--- config.mk ---
export PLATFORM = sky130hd
export DESIGN_NAME = filter_test_sequencer
export DESIGN_NICKNAME = d
export VERILOG_FILES = /design/src/rtl/filter_test_sequencer.sv
export SDC_FILE = /design/constraint.sdc
export NUM_CORES = 1
export LEC_CHECK = 0
export ABC_AREA = 1
export CAP_MARGIN = 0
export CORE_MARGIN = 1.5
export CORE_UTILIZATION = 55
export CTS_CLUSTER_SIZE = 14
export DETAILED_ROUTE_END_ITERATION = 8
export PLACE_DENSITY_LB_ADDON = 0.25
export SLEW_MARGIN = 20
export SYNTH_ARGS = -nofsm -noshare
export SYNTH_HDL_FRONTEND = slang
export SYNTH_SLANG_ARGS = --single-unit
export TNS_END_PERCENT = 20
--- constraint.sdc ---
create_clock -name clk -period 3.3 [get_ports clk]
set_clock_uncertainty 0.15 [all_clocks]
set_input_delay 0.33 -clock clk [delete_from_list [all_inputs] [get_ports clk]]
set_output_delay 0.33 -clock clk [all_outputs]
set_load 0.01 [all_outputs]
--- src/rtl/filter_test_sequencer.sv ---
// Delay/overlay scan sequencer: steps a signal generator through delay codes and reports the signed
// peak of the filter output at each point. Optional build macro: FILTER_SEQ_OVERLAY_EN (two overlay passes per delay).
module filter_test_sequencer #(
   parameter int SIZE_DELAY       = 8,
   parameter int SIZE_FILTER_DATA = 16,
   parameter int SETTLE_CYCLES    = 64,
   parameter int MEASURE_CYCLES   = 256,
   parameter int DELAY_STEP       = 1,
   parameter int DELAY_MAX        = 2**SIZE_DELAY-1
) (
   input  logic                        clk,
   input  logic                        reset,
   input  logic                        start,
   input  logic                        abort,
   input  logic                        rate_sel,
   input  logic [SIZE_FILTER_DATA-1:0] filter_data,
   output logic                        test_overlay,
   output logic                        test_rate,
   output logic [SIZE_DELAY-1:0]       test_delay,
   output logic                        busy,
   output logic                        done,
   output logic                        result_valid,
   input  logic                        result_ready,
   output logic [SIZE_DELAY-1:0]       result_delay,
   output logic                        result_overlay,
   output logic [SIZE_FILTER_DATA-1:0] result_peak
);

`ifdef FILTER_SEQ_OVERLAY_EN
   localparam logic OVERLAY_EN = 1'b1;
`else
   localparam logic OVERLAY_EN = 1'b0;
`endif

   localparam logic [SIZE_DELAY:0] STEP_EXT     = (SIZE_DELAY+1)'(DELAY_STEP);
   localparam logic [SIZE_DELAY:0] MAX_EXT      = (SIZE_DELAY+1)'(DELAY_MAX);
   localparam logic [15:0]         SETTLE_LOAD  = 16'(SETTLE_CYCLES-1);
   localparam logic [15:0]         MEASURE_LOAD = 16'(MEASURE_CYCLES-1);
   localparam logic signed [SIZE_FILTER_DATA-1:0] PEAK_MIN = {1'b1, {(SIZE_FILTER_DATA-1){1'b0}}};

   typedef enum logic [2:0] {
      IDLE    = 3'd0,
      SETUP   = 3'd1,
      SETTLE  = 3'd2,
      MEASURE = 3'd3,
      REPORT  = 3'd4,
      FINISH  = 3'd5
   } state_t;

   state_t                              state, next_state;
   logic [15:0]                         cnt;
   logic [SIZE_DELAY-1:0]               delay;
   logic                                overlay;
   logic                                rate;
   logic signed [SIZE_FILTER_DATA-1:0]  peak;
   logic signed [SIZE_FILTER_DATA-1:0]  peak_next;
   logic [SIZE_DELAY:0]                 delay_next;
   logic                                last_point;
   logic                                cnt_zero;

   // Next-state decode; abort overrides everything outside IDLE, including a simultaneous accept.
   always_comb begin
      peak_next  = ($signed(filter_data) > peak) ? $signed(filter_data) : peak;
      delay_next = {1'b0, delay} + STEP_EXT;
      last_point = delay_next[SIZE_DELAY] || (delay_next > MAX_EXT);
      cnt_zero   = (cnt == 16'd0);
      next_state = state;
      if ((state != IDLE) && abort) begin
         next_state = IDLE;
      end else begin
         case (state)
            IDLE:    if (start) next_state = SETUP; else next_state = IDLE;
            SETUP:   next_state = SETTLE;
            SETTLE:  if (cnt_zero) next_state = MEASURE; else next_state = SETTLE;
            MEASURE: if (cnt_zero) next_state = REPORT; else next_state = MEASURE;
            REPORT: begin
               if (!result_ready)                next_state = REPORT;
               else if (OVERLAY_EN && !overlay) next_state = SETUP;
               else if (last_point)             next_state = FINISH;
               else                             next_state = SETUP;
            end
            FINISH:  next_state = IDLE;
            default: next_state = IDLE;
         endcase
      end
   end

   // State, status flags and scan datapath; status flags are decoded from next_state so they are registered.
   always_ff @(posedge clk or posedge reset) begin
      if (reset) begin
         state          <= IDLE;
         busy           <= 1'b0;
         done           <= 1'b0;
         result_valid   <= 1'b0;
         test_overlay   <= 1'b0;
         test_rate      <= 1'b0;
         test_delay     <= {SIZE_DELAY{1'b0}};
         result_delay   <= {SIZE_DELAY{1'b0}};
         result_overlay <= 1'b0;
         result_peak    <= {SIZE_FILTER_DATA{1'b0}};
         cnt            <= 16'd0;
         delay          <= {SIZE_DELAY{1'b0}};
         overlay        <= 1'b0;
         rate           <= 1'b0;
         peak           <= {SIZE_FILTER_DATA{1'b0}};
      end else begin
         state        <= next_state;
         busy         <= (next_state != IDLE);
         done         <= (next_state == FINISH);
         result_valid <= (next_state == REPORT);
         case (state)
            IDLE: begin
               if (start) begin
                  rate    <= rate_sel;
                  delay   <= {SIZE_DELAY{1'b0}};
                  overlay <= 1'b0;
               end
            end
            SETUP: begin
               if (next_state == SETTLE) begin
                  test_delay   <= delay;
                  test_overlay <= overlay;
                  test_rate    <= rate;
                  cnt          <= SETTLE_LOAD;
               end
            end
            SETTLE: begin
               if (next_state == MEASURE) begin
                  cnt  <= MEASURE_LOAD;
                  peak <= PEAK_MIN;
               end else if (next_state == SETTLE) begin
                  cnt <= cnt - 16'd1;
               end
            end
            MEASURE: begin
               if (next_state == MEASURE) begin
                  peak <= peak_next;
                  cnt  <= cnt - 16'd1;
               end else if (next_state == REPORT) begin
                  // The last window sample is folded straight into the reported peak.
                  result_peak    <= peak_next;
                  result_delay   <= delay;
                  result_overlay <= overlay;
               end
            end
            REPORT: begin
               if ((next_state == SETUP) && OVERLAY_EN && !overlay) begin
                  overlay <= 1'b1;
               end else if (next_state == SETUP) begin
                  overlay <= 1'b0;
                  delay   <= delay_next[SIZE_DELAY-1:0];
               end
            end
            default: begin
               cnt <= 16'd0;
            end
         endcase
      end
   end

endmodule

; Word-level counts from Yosys, hierarchy flattened
; Cells that the tools add are included.
[totals]
reg_bits = 83
in_bits = 22
out_inout_bits = 38
wordCells = 73
[op_classes]
add_sub_neg = 2
n_lt_le_gt_ge = 2
n_eq_ne = 15
mux = 22
bitwise = 2
reduce_logical = 15
[op_table]
columns = operator, n
row1 = 2-to-1 mux 16 bit, 7
row2 = one-hot mux 16 bit (4 select lines), 1
row3 = one-hot mux 16 bit (2 select lines), 1
row4 = greater-than comparator 16 bit, 1
row5 = logical NOT 16 bit, 1
row6 = 2-to-1 mux 8 bit, 2
row7 = one-hot mux 8 bit (2 select lines), 1
row8 = subtractor 16 x 1 -> 16 bit (second input constant), 1
row9 = one-hot mux 3 bit (5 select lines), 1
row10 = equality test 3 x 2 -> 1 bit (second input constant), 4
row11 = 2-to-1 mux 3 bit, 4
row12 = != test 2 bit (second input constant), 5
row13 = adder 8 x 1 -> 9 bit (second input constant), 1
row14 = equality test 3 bit (second input constant), 3
row15 = greater-than comparator 9 x 8 -> 1 bit (second input constant), 1
row16 = AND reduction 3 bit, 3
row17 = equality test 3 x 1 -> 1 bit (second input constant), 2
row18 = nonzero test 3 bit, 2
row19 = 2-to-1 mux 1 bit, 4
row20 = AND reduction 2 bit, 2
row21 = AND reduction 4 bit, 1
row22 = nonzero test 2 bit, 2
row23 = logical NOT 3 bit, 1
row24 = != test 3 bit (second input constant), 1
row25 = 5 further kinds, 6

; Logic depth before layout (Yosys ltp)
[depth]
ltp_word = 11
ltp_mapped = 17
mapped_depth_nobuf = 16

; Least setup slack after synthesis
; No wires, ideal clock.
[synth_path]
kind = register -> register
start = register cnt[0]
end = register result_delay[2]
arrival_time_ns = 1.942
t_required_ns = 3.033
path_slack_ns = 1.091
stages_incl_launch_ff = 13
synth_period_minus_slack_ns = 2.209
cell_sequence = dfrtp_1 > inv_1 > ha_1 > nand2_1 > nor2_2 > nand3_1 > nand2_4 > nand3_4 > o21ai_1 > nand4_1 > clkbuf_1 > nand2_1 > nand2_1
[synth_between]
elab_chain_len = 7
[synth_lines]
columns = element, line
row1 = "start, declared", 51  ; logic [15:0] cnt;
row2 = "start signal, assigned", 132  ; cnt <= cnt - 16'd1;
row3 = "start signal, assigned", 138  ; cnt <= cnt - 16'd1;
row4 = logical NOT 16 bit *, 66  ; cnt_zero = (cnt == 16'd0);
row5 = 2-to-1 mux 3 bit / 2-to-1 mux 1 bit (equally long branches), "75, 74"
row6 = one-hot mux 3 bit (5 select lines) *, 71  ; case (state)
row7 = 2-to-1 mux 3 bit *, 68  ; if ((state != IDLE) && abort) begin
row8 = equality test 3 x 2 -> 1 bit, 136  ; if (next_state == MEASURE) begin
row9 = NOT 1 bit (no source line), -
row10 = AND reduction 3 bit (no source line) *, -
row11 = "end signal, assigned", 98  ; result_delay <= {SIZE_DELAY{1'b0}};
row12 = "end signal, assigned", 142  ; result_delay <= delay;
row13 = "end, declared", 24  ; output logic [SIZE_DELAY-1:0] result_delay,
; Every way passes the cells marked *; elsewhere a longest branch is shown, timed or not.
; A chain may end at the register's enable or synchronous reset.

; Final worst setup path
[layout_path]
start = register state[1]
end = register cnt[10]
[layout_between]
elab_chain_len = 6
[layout_lines]
columns = element, line
row1 = "start, declared", 50  ; state_t state, next_state;
row2 = "start signal, assigned", 107  ; state <= next_state;
row3 = "equality test 3 bit, or another cell as far along", 71
row4 = one-hot mux 3 bit (5 select lines) / logical AND 1 bit (equally long branches), "71, 68"
row5 = 2-to-1 mux 3 bit *, 68
row6 = via next_state[1], 50
row7 = equality test 3 x 2 -> 1 bit (on tied branches), -
row8 = "!= test 3 bit (no source line), or another cell as far along", -
row9 = AND reduction 4 bit (no source line) / one-hot mux 16 bit (4 select lines) (equally long branches), -
; Mark *: on every way through the listed nets, which the timed path passes. The rest lies on a longest branch.

==> out/qor.csv <==
metric,value,unit
htree_levels,3,
slew_viol_final,0,
reg2reg_depth,11,
setup_slack,650.2,ps
fp.dieW,93.51,µm
dr.first_iter.drc_count,197,
dpl_cell_area,0.005156,mm²
max_freq,0.3774,GHz
overflow,0,
synth_seq_cells,80,
clockBufferDepth,2,
firstDrtPassIters,5,
synth-seq-area-share,44.43,%
diodes,0,
synth_common_cells,"237 x nand2_1, 80 x dfrtp_1, 71 x inv_1",
rr_endpoint,cnt[10],
synthTopCellsByArea,"dfrtp_1 44%, nand2_1 20%, inv_1 5.9%, ha_1 5.3%, nand3_1 3.7%",
finalCritPeriodShare,80.30,%
antenna_found_initial,0,
synth_top_cell_by_area,dfrtp_1,
ioPinCount,60,
vdd_ir_drop_max,0.2921,mV
synth_top_flop_cell,dfrtp_1,
min_period,2650,ps
worstSetupStartpoint,state[1],
num_rows,32,
synth_top_area_share,44.43,%
grt_pass1_wl,17.51,mm
vias,3939,
maxCapViolCount,0,
ff2ff_setup_slack,650,ps
synth-async-reset-ratio,100.0,%
ant_nets,0,
wire_per_inst,13.60,µm
drive_above_1_share,7.939,%
syn2layout_area_growth,18.77,%
nets,691,
hold_class,in -> async,
critPathKind,reg -> reg,
clkTransAtPathRegs,90,ps
cts_resized,0,
drc_errors,0,
synth.avg_cell_area,7.598,µm²
cts_tree,built,
power.density,667.5,mW/mm²
grt_start_max_net_pins,42,
setup_viol,0,
numClockSinks,80,
worst_pin_slew,720.4,ps
cts_root_buf,clkbuf_8,
rsz0062_at_grt,false,
clk_latency,360,ps
start_util,57.41,%
r2r-start,state[1],
leakage,0.002730,µW
hpwl,7.163,mm
viasPerCell,5.203,
cp.arrival,2750,ps
crit_required,3400,ps
synth_edf_count,0,
die-height,93.51,µm
grtUsageTotal,25.69,%
core,0.007848,mm²
yosysMostFrequentCell,nand2_1,
hold_buffers,0,
synth_area,0.004506,mm²
cp-end-kind,flip-flop,
cp_max_fo,25,
finalSetupTns,0,ps
pre_cts_ws,667.5,ps
synth_cells,593,
cts-buffers-inserted,9,
io_buffers,57,
critPathLaunchType,flip-flop,
fin_area,0.005351,mm²
final_hold_viol_count,0,
yosysWarnings,0,
grt_pass1_vias,3762,
post-cts-setup-buffers,0,
dieArea,0.008744,mm²
routed_wl,10.29,mm
slew-limit-headroom,51.92,%
gp_congestion,0.8365,
yosysUniqueCellTypes,35,
status,"finished, final reports clean",
where the power goes:
| group | leakage, µW | total, µW | switching, µW | internal [µW] |
|---|---|---|---|---|
| Combinational | 0.00154 | 1500 | 988 | 507 |
| Sequential | 0.00109 | 1340 | 170 | 1170 |
| Clock | 0.000103 | 737 | 367 | 370 |
| Total | 0.00273 | 3570 | 1530 | 2050 |
kinds of logic after synthesis:
family          after synthesis  share of synthesized area, %
buf+inv                      92                         8.498
flops                        80                         44.43
other cells                   1                       0.08323
simple gates                323                         30.35
xor+xnor                     12                         2.333
fa+ha+maj                    19                         5.276
compound gates               66                         9.025
placed cells by master (no fill, tap or decap), drive strengths merged:
master and n:
ha 19, o21bai 1, o21a 1, a21o 1
nand4 7, xor2 9, nand3b 1, nand3 34
xnor2 3, o21ai 50, bufinv 1, o211ai 1
conb 2, nor2 32, clkdlybuf4s50 57, a211oi 1
and2 1, dfrtp 80, nor3 4, a21oi 11
clkbuf 11, buf 4, clkinv 4, inv 76
nand2 244
metal layers:
layer	share of wire [%]	vias up	global-route usage, %
li1	-	1956	-
met1	46	1870	33.58
met2	48	96	41.43
met3	4.5	17	6.260
met4	1.7	0	9.091
met5	0	-	0
worst max-delay path, stage by stage, from the launching register on:
cell and delay (ps):
dfrtp_1 480, inv_2 90, nor2_4 270, inv_4 110, nor2_8 160, nand2_4 100
a21oi_4 300, nand2_4 240, a21oi_4 220, nand2_4 220, nand2_1 140, o21ai_2 60
flip-flops by register name, indices dropped and copies added, names as in the netlist:
| register | flops |
|---|---|
| cnt | 16 |
| peak | 16 |
| result_peak | 16 |
| delay | 8 |
| result_delay | 8 |
| test_delay | 8 |
| state | 3 |
| busy | 1 |
| done | 1 |
| rate | 1 |
| result_valid | 1 |
| test_rate | 1 |
metrics by stage:
step / power [µW] / hold slack [ps] / std cells / util [%]
2_1_floorplan: 2523 / 314.5 / 594 / -
3_3_place_gp: 2770 / 311.0 / 741 / 65.70
3_5_place_dp: 2832 / 311.7 / 741 / 65.70
4_1_cts: 3580 / 267.6 / 757 / 68.19
5_1_grt: 3869 / 299.4 / 757 / 68.19
6_report: 3572 / 242.8 / 757 / 68.19
how the worst max path moves through the flow:
stage,slack (ps),endpoint,depth (start not counted)
global placement,710,result_peak[2],14
finish,650,cnt[10],11
detailed placement,670,result_peak[2],14
CTS,660,cnt[10],11
global route,430,result_peak[15],16
floorplan,770,busy,1
cell type report:
type / count / area, µm²
Tap cell: 102 / 127.6
Multi-Input combinational cell: 422 / 2125
Inverter: 76 / 289.0
Clock buffer: 11 / 141.4
Clock inverter: 5 / 53.80
Sequential cell: 80 / 2002
Timing Repair Buffer: 61 / 613.1
Fill cell: 669 / 2496
(Power assumes the default switching activity.)
